===== src/rtl/br_lite_injector.sv =====
// BrLite local-port injector: turns PE service requests into br_data_t packets and
// follows every ALL/TGT packet with a delayed CLEAR carrying the same id.
module br_lite_injector #(
    parameter logic [15:0] ADDRESS     = 16'h0000,
    parameter int unsigned CLEAR_DELAY = 16
) (
    input  logic        clk_i,
    input  logic        rst_ni,
    input  logic        src_valid_i,
    output logic        src_ready_o,
    input  logic [1:0]  src_service_i,
    input  logic [15:0] src_target_i,
    input  logic [7:0]  src_ksvc_i,
    input  logic [31:0] src_payload_i,
    output logic [4:0]  src_id_o,
    output logic        src_err_o,
    output logic        br_req_o,
    input  logic        br_ack_i,
    output logic [94:0] br_data_o,
    output logic        busy_o
);

    typedef enum logic [1:0] {
        BR_SVC_ALL   = 2'd0,
        BR_SVC_TGT   = 2'd1,
        BR_SVC_MON   = 2'd2,
        BR_SVC_CLEAR = 2'd3
    } br_svc_t;

    typedef struct packed {
        logic [31:0] payload;
        logic [15:0] seq_target;
        logic [15:0] seq_source;
        logic [15:0] producer;
        logic [7:0]  ksvc;
        logic [4:0]  id;
        br_svc_t     service;
    } br_data_t;

    typedef enum logic [1:0] {IDLE, SEND, WAIT, CLEAR} state_t;

    // Counter preload; guarded so CLEAR_DELAY=0 never computes an underflowed constant.
    localparam logic [15:0] WAIT_LOAD = (CLEAR_DELAY == 0) ? 16'd0 : 16'(CLEAR_DELAY - 1);

    state_t      state_q, state_d;
    br_data_t    pkt_q, pkt_d;
    logic [4:0]  id_q, id_d;
    logic [15:0] cnt_q, cnt_d;
    logic        src_xfer, br_xfer;
    br_svc_t     req_svc;

    assign src_ready_o = (state_q == IDLE);
    assign br_req_o    = (state_q == SEND) || (state_q == CLEAR);
    assign busy_o      = (state_q != IDLE);
    assign src_id_o    = id_q;
    assign br_data_o   = pkt_q;

    assign src_xfer = src_valid_i & src_ready_o;
    assign br_xfer  = br_req_o & br_ack_i;
    assign req_svc  = br_svc_t'(src_service_i);

    always_comb begin
        // NOTE: every signal gets a default before the case so no path can infer a latch.
        state_d   = state_q;
        pkt_d     = pkt_q;
        id_d      = id_q;
        cnt_d     = cnt_q;
        src_err_o = 1'b0;

        unique case (state_q)
            IDLE: begin
                if (src_xfer) begin
                    if (req_svc == BR_SVC_CLEAR) begin
                        src_err_o = 1'b1;
                    end else begin
                        pkt_d.payload    = src_payload_i;
                        pkt_d.seq_target = src_target_i;
                        pkt_d.seq_source = ADDRESS;
                        pkt_d.producer   = ADDRESS;
                        pkt_d.ksvc       = src_ksvc_i;
                        pkt_d.id         = id_q;
                        pkt_d.service    = req_svc;
                        id_d             = id_q + 5'd1;
                        state_d          = SEND;
                    end
                end
            end
            SEND: begin
                if (br_xfer) begin
                    if (pkt_q.service == BR_SVC_MON) begin
                        state_d = IDLE;
                    end else begin
                        // The held packet becomes the CLEAR; all other fields stay intact.
                        pkt_d.service = BR_SVC_CLEAR;
                        if (CLEAR_DELAY == 0) begin
                            state_d = CLEAR;
                        end else begin
                            state_d = WAIT;
                            cnt_d   = WAIT_LOAD;
                        end
                    end
                end
            end
            WAIT: begin
                if (cnt_q == 16'd0) state_d = CLEAR;
                else                cnt_d   = cnt_q - 16'd1;
            end
            CLEAR: begin
                if (br_xfer) state_d = IDLE;
            end
            default: state_d = IDLE;
        endcase
    end

    // NOTE: the packet register is reset too, so br_data_o reads zero out of reset.
    always_ff @(posedge clk_i or negedge rst_ni) begin
        if (!rst_ni) begin
            state_q <= IDLE;
            pkt_q   <= '0;
            id_q    <= 5'd0;
            cnt_q   <= 16'd0;
        end else begin
            // NOTE: non-blocking updates so all state samples the same pre-edge values.
            state_q <= state_d;
            pkt_q   <= pkt_d;
            id_q    <= id_d;
            cnt_q   <= cnt_d;
        end
    end

endmodule


===== config.mk =====
export PLATFORM = sky130hd
export DESIGN_NAME = br_lite_injector
export DESIGN_NICKNAME = d
export VERILOG_FILES = /design/src/rtl/br_lite_injector.sv
export SDC_FILE = /design/constraint.sdc
export NUM_CORES = 1
export LEC_CHECK = 0
export CAP_MARGIN = 10
export CORE_UTILIZATION = 39
export DETAILED_ROUTE_END_ITERATION = 7
export PLACE_DENSITY = 0.89
export SYNTH_ARGS = -nofsm -noshare
export SYNTH_HDL_FRONTEND = slang
export SYNTH_SLANG_ARGS = --single-unit

===== constraint.sdc =====
create_clock -name clk_i -period 1.5 [get_ports clk_i]
set_clock_uncertainty 0.1 [all_clocks]
set_input_delay 0.3 -clock clk_i [delete_from_list [all_inputs] [get_ports clk_i]]
set_output_delay 0.3 -clock clk_i [all_outputs]
set_load 0.02 [all_outputs]

==> results of run 1 <==
-- cell usage in the layout (no fill, tap or decap), drive strengths merged, types with 6 or more instances in the layout --
cell type        n
nand2          201
dfrtp           86
buf             74
clkdlybuf4s50   57
clkdlybuf4s15   45
conb            32
clkbuf          22
nor2            16
dlygate4sd2     14
mux2i            9
a21oi            7
inv              6
-- per-stage QoR --
| stage | setup TNS [ps] | setup WS (ps) | utilization (%) | area (sq um) |
|---|---|---|---|---|
| after floorplan | -931.2 | -95.48 | - | 4156 |
| after global placement | -32230 | -443.5 | 58.09 | 5678 |
| after detailed placement | -34800 | -469.0 | 58.09 | 5678 |
| after CTS | -4982 | -314.2 | 63.08 | 6166 |
| after global routing | -15600 | -488.3 | 65.68 | 6420 |
| final | -11110 | -380.1 | 65.68 | 6420 |
-- power breakdown --
group | total [W] | internal, W | switching (W)
clock network | 0.00177 | 0.000841 | 0.000932
logic | 0.00616 | 0.00276 | 0.00340
registers | 0.00386 | 0.00325 | 0.000608
total | 0.0118 | 0.00685 | 0.00494
-- sequential cells by signal, summed over array words and instances, names as in the netlist, named ones only --
signal,cells
br_data_o,63
cnt_q,16
src_id_o,5
state_q,1
-- how the worst min path moves through the flow --
stage,end,startpoint,depth (start not counted),slack (ps)
finish,br_data_o[88],rst_ni,2,300
floorplan,asynchronous set/reset pin,rst_ni,0,-100
detailed placement,br_data_o[89],rst_ni,1,160
global route,br_data_o[81],rst_ni,2,340
global placement,br_data_o[88],rst_ni,1,150
CTS,br_data_o[81],rst_ni,2,320
-- per-layer routing --
| metal | GRT usage, % | vias up | share of wire [%] |
|---|---|---|---|
| met4 | 9.121 | 0 | 2.7 |
| met2 | 35.69 | 174 | 49 |
| li1 | - | 1738 | - |
| met5 | 0 | - | 0 |
| met3 | 5.898 | 30 | 7.1 |
| met1 | 24.64 | 1824 | 41 |
-- worst max-delay path: cells and delay by family, from the launching register on --
family,cells,cell delay [ps]
and+or+nand+nor,3,1170
AOI/OAI and AO/OA,1,60
DFF,1,440
-- cell usage after synthesis (all sizes together) --
| cell type | number | share of area, % |
|---|---|---|
| mux2i | 9 | 2.3 |
| nor4 | 4 | 0.79 |
| conb | 1 | 0.095 |
| o31ai | 3 | 0.57 |
| clkbuf | 10 | 0.95 |
| a31o | 1 | 0.22 |
| xnor2 | 4 | 0.89 |
| a22o | 1 | 0.22 |
| nand2b | 3 | 0.48 |
| or4 | 3 | 0.67 |
| or3 | 3 | 0.48 |
| nand3 | 5 | 0.63 |
| o21ai | 5 | 0.73 |
| dfrtp | 86 | 55 |
| o211ai | 3 | 0.70 |
| or4b | 2 | 0.60 |
| o22a | 4 | 0.89 |
| nand2 | 201 | 19 |
| nor4b | 2 | 0.76 |
| nand4 | 5 | 0.79 |
| ha | 2 | 0.63 |
| a21boi | 1 | 0.19 |
| inv | 5 | 0.48 |
| or2 | 2 | 0.32 |
| nor2 | 16 | 1.5 |
| a21oi | 7 | 0.89 |
| buf | 40 | 7.2 |
| and2 | 1 | 0.16 |
| o21bai | 2 | 0.38 |
| nor3 | 5 | 1.0 |
| o2111ai | 1 | 0.22 |
| nor2b | 2 | 0.51 |
-- cells by family (layout without fill, tap and decap cells) --
logic type	after synthesis	count (layout)
and+or+nand+nor	254	254
DFF	86	86
buffers and inverters	55	227
AOI/OAI and AO/OA	28	28
muxes	9	9
xor gates and xnor gates	4	4
adders and majority gates	2	2
other	1	32
-- what timing repair did --
item / 4_1_cts / 5_1_grt
hold endpoints to repair: 26 / 0
gates cloned: 3 / 3
endpoints found under the setup margin: 148 / 141
resized for setup: 126 / 86
buffers inserted: 20 / 4
pin swaps: 22 / 9
hold buffers: 1 / 0
-- area by class of cell --
type | instances | area, sq um | area share, %
well taps | 133 | 166.4 | 2.592
repair buffers | 206 | 2067 | 32.20
clock inverters | 6 | 80.08 | 1.247
multi-input cells | 329 | 1794 | 27.95
flip-flops and latches | 86 | 2156 | 33.58
clock buffers | 10 | 137.6 | 2.144
inverters | 5 | 18.77 | 0.2923
==> reports/metrics.csv, run 1 <==
metric,value,unit
"Largest stage delay, worst path",540,ps
top-level I/O count,166,
Pwr Total,0.01179,W
final hold violation count,0,
Synth Area in Simple Gates,27.90,%
DP Wirelength,7109,microns
Syn Inst Count,439,
initial core utilization,40.34,%
Die Area,0.01052,sq mm
via count,3766,
vias in the first global route,3623,
WHS,303.8,ps
largest net degree at the start of global routing,64,
Area growth syn-to-layout,62.84,%
YS warnings,0,
diodes inserted,0,
Post-Route WL,12130,microns
Final Wtd Congestion,0.8546,
crit path to,cnt_q[8],
Max Cap Viol,0,
cells along the critical path,or3_1 -> nor4_2 -> or4_4 -> a21oi_2,
mux share of post-synthesis cell area,2.285,%
first-pass GRT wire length,16820,microns
CP max FO,6,
Final setup viols,87,
Post-Layout Cell Count,775,
Worst-path clk slew,100,ps
die width,102.5,microns
"Slew Viols, Final",0,
Routed Antenna Nets,0,
synth unique cells,43,
Reg-to-Reg Start,cnt_q[8],
Pleak,3.246,nW
row count,36,
syn avg cell area,8.981,sq um
CTS Buf Count,9,
gr ovfl total,0,
WP data arrival,2030,ps
FILL cells,722,
worst reg2reg endpoint,cnt_q[8],
failing checks,setup timing,
nets,701,
Worst EP required,1650,ps
Core ar.,0.009774,sq mm
layout cells sized above 1,23.36,%
adder-cell share of the synthesized area,0.6347,%
XOR/XNOR Fraction of Synth Area,0.8886,%
Die Y,102.5,microns
reg2reg setup slack,-380,ps
drt initial violations,153,
critical path's slowest cell,or3_1,
Final Cycle Share,125.3,%
GRT Total Usage,20.92,%
crit path from,cnt_q[8],
fin worst setup slack,-380.1,ps
htree depth,3,
first-pass iteration count of the detailed router,4,
unrepaired setup endpoints after global routing,yes,
run status,"complete, but fails checks",
CTS root buffer,clkbuf_8,
WS Path Type,flop to flop,
IO buf count,133,
CTS tree,done,
clk buf depth,2,
Final min period,1880,ps
R2R cell count,4,
wire length per cell,15.65,microns
TritonCTS Sinks,86,
peak supply drop,918.1,uV
DRC errors left,0,
initial antenna violation count,0,
Skew-Pair Late Insertion Delay,370,ps
placed cell count,729,
class of the worst hold path,primary input to asynchronous set/reset pin,
post-synthesis compound-gate area fraction,5.014,%
register bit count reported by yosys,86,
Avg Vias per Cell,4.859,
largest family of logic cells by synthesized area,simple AND/OR/NAND/NOR gates,
"Seq/Total Area, Yosys",54.59,%
Synth Cell Area,0.003943,sq mm
PD cells,1837,mW/mm^2
CP Capture Type,flop,
startpoint types,flop,
FMAX,531.9,MHz
Power figures use the tool's default switching activity.
==> inputs of run 2 (changes only) <==
--- a/config.mk
+++ b/config.mk
@@ -6,6 +6,7 @@
 export NUM_CORES = 1
 export LEC_CHECK = 0
 export CAP_MARGIN = 10
+export CORE_MARGIN = 2
 export CORE_UTILIZATION = 39
 export DETAILED_ROUTE_END_ITERATION = 7
 export PLACE_DENSITY = 0.89
==> reports/metrics.csv, run 2 (synthesized netlist as in run 1, its figures left out) <==
metric,value,unit,change
drt initial violations,209,,+37%
GRT Total Usage,26.58,%,+5.7 points
Register Area,0.002158,sq mm,+0.12%
htree depth,3,,unchanged
top-level I/O count,166,,unchanged
row count,36,,unchanged
Final Cycle Share,125.3,%,about the same
CTS Buf Count,9,,unchanged
largest net degree at the start of global routing,36,,-44%
Die Area,0.01093,sq mm,+3.9%
"most common cell after layout, fill and taps aside",nand2_1,,
Avg Vias per Cell,5.072,,+4.4%
CP max FO,5,,-1
WP buf/inv,0,,unchanged
final hold violation count,0,,unchanged
class of the worst hold path,primary input to asynchronous set/reset pin,,
Worst-path clk slew,90,ps,about the same
Pwr Total,0.01291,W,+9.5%
gr ovfl total,0,,unchanged
via count,4007,,+6.4%
unrepaired setup endpoints after global routing,yes,,
Area growth syn-to-layout,75.21,%,
Worst EP required,1680,ps,+30 ps
cells along the critical path,or4b_4 -> nor3_4 -> nand3_2 -> mux2i_1,,
max layer used,met4,,
vias in the first global route,4241,,+17%
CTS tree,done,,
Core ar.,0.009774,sq mm,unchanged
die width,104.5,microns,+2.0%
Final min period,1880,ps,-0.04300 ps
FMAX,531.9,MHz,about the same
DRC errors left,0,,unchanged
Final Wtd Congestion,0.8496,,-0.59%
met3 wire length,1241,microns,+45%
CTS root buffer,clkbuf_8,,
IO buf count,133,,unchanged
multi-input logic area,0.001967,sq mm,+9.6%
clk buf depth,2,,unchanged
flip-flop count of the largest register after layout,63,,unchanged
Routed Antenna Nets,0,,unchanged
Detail Route met2 WL,7887,microns,+32%
WS Path Type,flop to flop,,
Post-Route WL,15110,microns,+25%
nets,717,,+2.3%
FILL cells,644,,-11%
wire length per cell,19.13,microns,+22%
startpoint types,flop,,
failing checks,setup timing,,
Met1 Wirelength,5456,microns,+9.9%
layout cells sized above 1,34.86,%,+11 points
initial antenna violation count,0,,unchanged
reg2reg setup slack,-380,ps,about the same
"Slew Viols, Final",0,,unchanged
first-pass GRT wire length,22440,microns,+33%
peak supply drop,1035,uV,+13%
PD cells,1869,mW/mm^2,+1.7%
CP Capture Type,flop,,
critical path's slowest cell,or4b_4,,
TritonCTS Sinks,86,,unchanged
run status,"complete, but fails checks",,
fin worst setup slack,-380.1,ps,+0.04300 ps
dpl ws,-522.4,ps,-53.35 ps
"commonest non-fill, non-tap cells in the layout","nand2_1 (143), dfrtp_1 (81), clkdlybuf4s50_1 (58)",,
DP Wirelength,7531,microns,+5.9%
Worst path top cell family by delay,simple AND/OR/NAND/NOR gates,,
"Largest stage delay, worst path",570,ps,+30 ps
Max Cap Viol,0,,unchanged
initial core utilization,40.34,%,unchanged
WP data arrival,2060,ps,+30 ps
Final setup viols,88,,+1.1%
first-pass iteration count of the detailed router,4,,unchanged
Die Y,104.5,microns,+2.0%
Skew-Pair Late Insertion Delay,370,ps,about the same
diodes inserted,0,,unchanged
Pleak,3.405,nW,+4.9%
-- run 2: timing repair --
item | CTS | global route
setup endpoints to repair | 157 | 137
hold buffers | 1 | 0
cloned | 12 | 2
pin swaps | 99 | 11
endpoints found under the hold margin | 19 | 0
resized for setup | 212 | 79
buffers inserted | 20 | 10
-- run 2: layout make-up --
cell class / count / area share (%)
timing repair buffer: 222 / 34.78
sequential: 86 / 31.24
multi-input combinational: 329 / 28.47
tap: 133 / 2.409
clock buffer: 9 / 1.793
clock inverter: 6 / 1.032
inverter: 5 / 0.2717
-- run 2: stage by stage --
stage               hold WS, ps  utilization, %  std cells  instance area (sq um)  setup TNS (ps)
floorplan                -95.59               -        470                   4156          -931.2
global placement          110.0           58.40        733                   5708          -31700
detailed placement        112.5           58.40        733                   5708          -38650
CTS                       277.9           68.65        780                   6710          -10670
global route              293.4           70.67        790                   6908          -27050
finish                    265.3           70.67        790                   6908          -23510
-- run 2: power breakdown --
group          switching, W  leakage [nW]  internal [W]  total (W)
clock network      0.000923        0.0919      0.000773    0.00170
logic               0.00384          2.24       0.00336    0.00721
registers          0.000745          1.07       0.00326    0.00401
total               0.00551          3.41       0.00740     0.0129
-- run 2: metal layers --
metal | up-vias | GRT usage [%]
met3 | 51 | 5.739
met5 | - | 0
met1 | 1949 | 30.79
li1 | 1784 | -
met2 | 223 | 47.48
met4 | 0 | 11.00
-- run 2: worst reg2reg max path: stages, from the launching register on --
cell and delay (ps):
dfrtp_2 450, or4b_4 570, nor3_4 340, nand3_2 120, mux2i_1 210
-- run 2: path summary, 6_finish.rpt --
check / startpoint / end / cells after the start
worst max-delay path: state_q[0] / cnt_q[9] / 4
worst min-delay path: rst_ni / br_data_o[90] / 2
worst max register to register: state_q[0] / cnt_q[9] / 4
worst min register to register: br_data_o[88] / br_data_o[88] / 2
max in group asynchronous: rst_ni / br_data_o[11] / 3
min in group clk_i: src_target_i[14] / br_data_o[61] / 3
==> inputs of run 3 (changes only) <==
--- a/config.mk
+++ b/config.mk
@@ -6,7 +6,6 @@
 export NUM_CORES = 1
 export LEC_CHECK = 0
 export CAP_MARGIN = 10
-export CORE_MARGIN = 2
 export CORE_UTILIZATION = 39
 export DETAILED_ROUTE_END_ITERATION = 7
 export PLACE_DENSITY = 0.89
==> results of run 3 <==
Same layout as run 1: the final DEF is identical, and so are final timing and power.
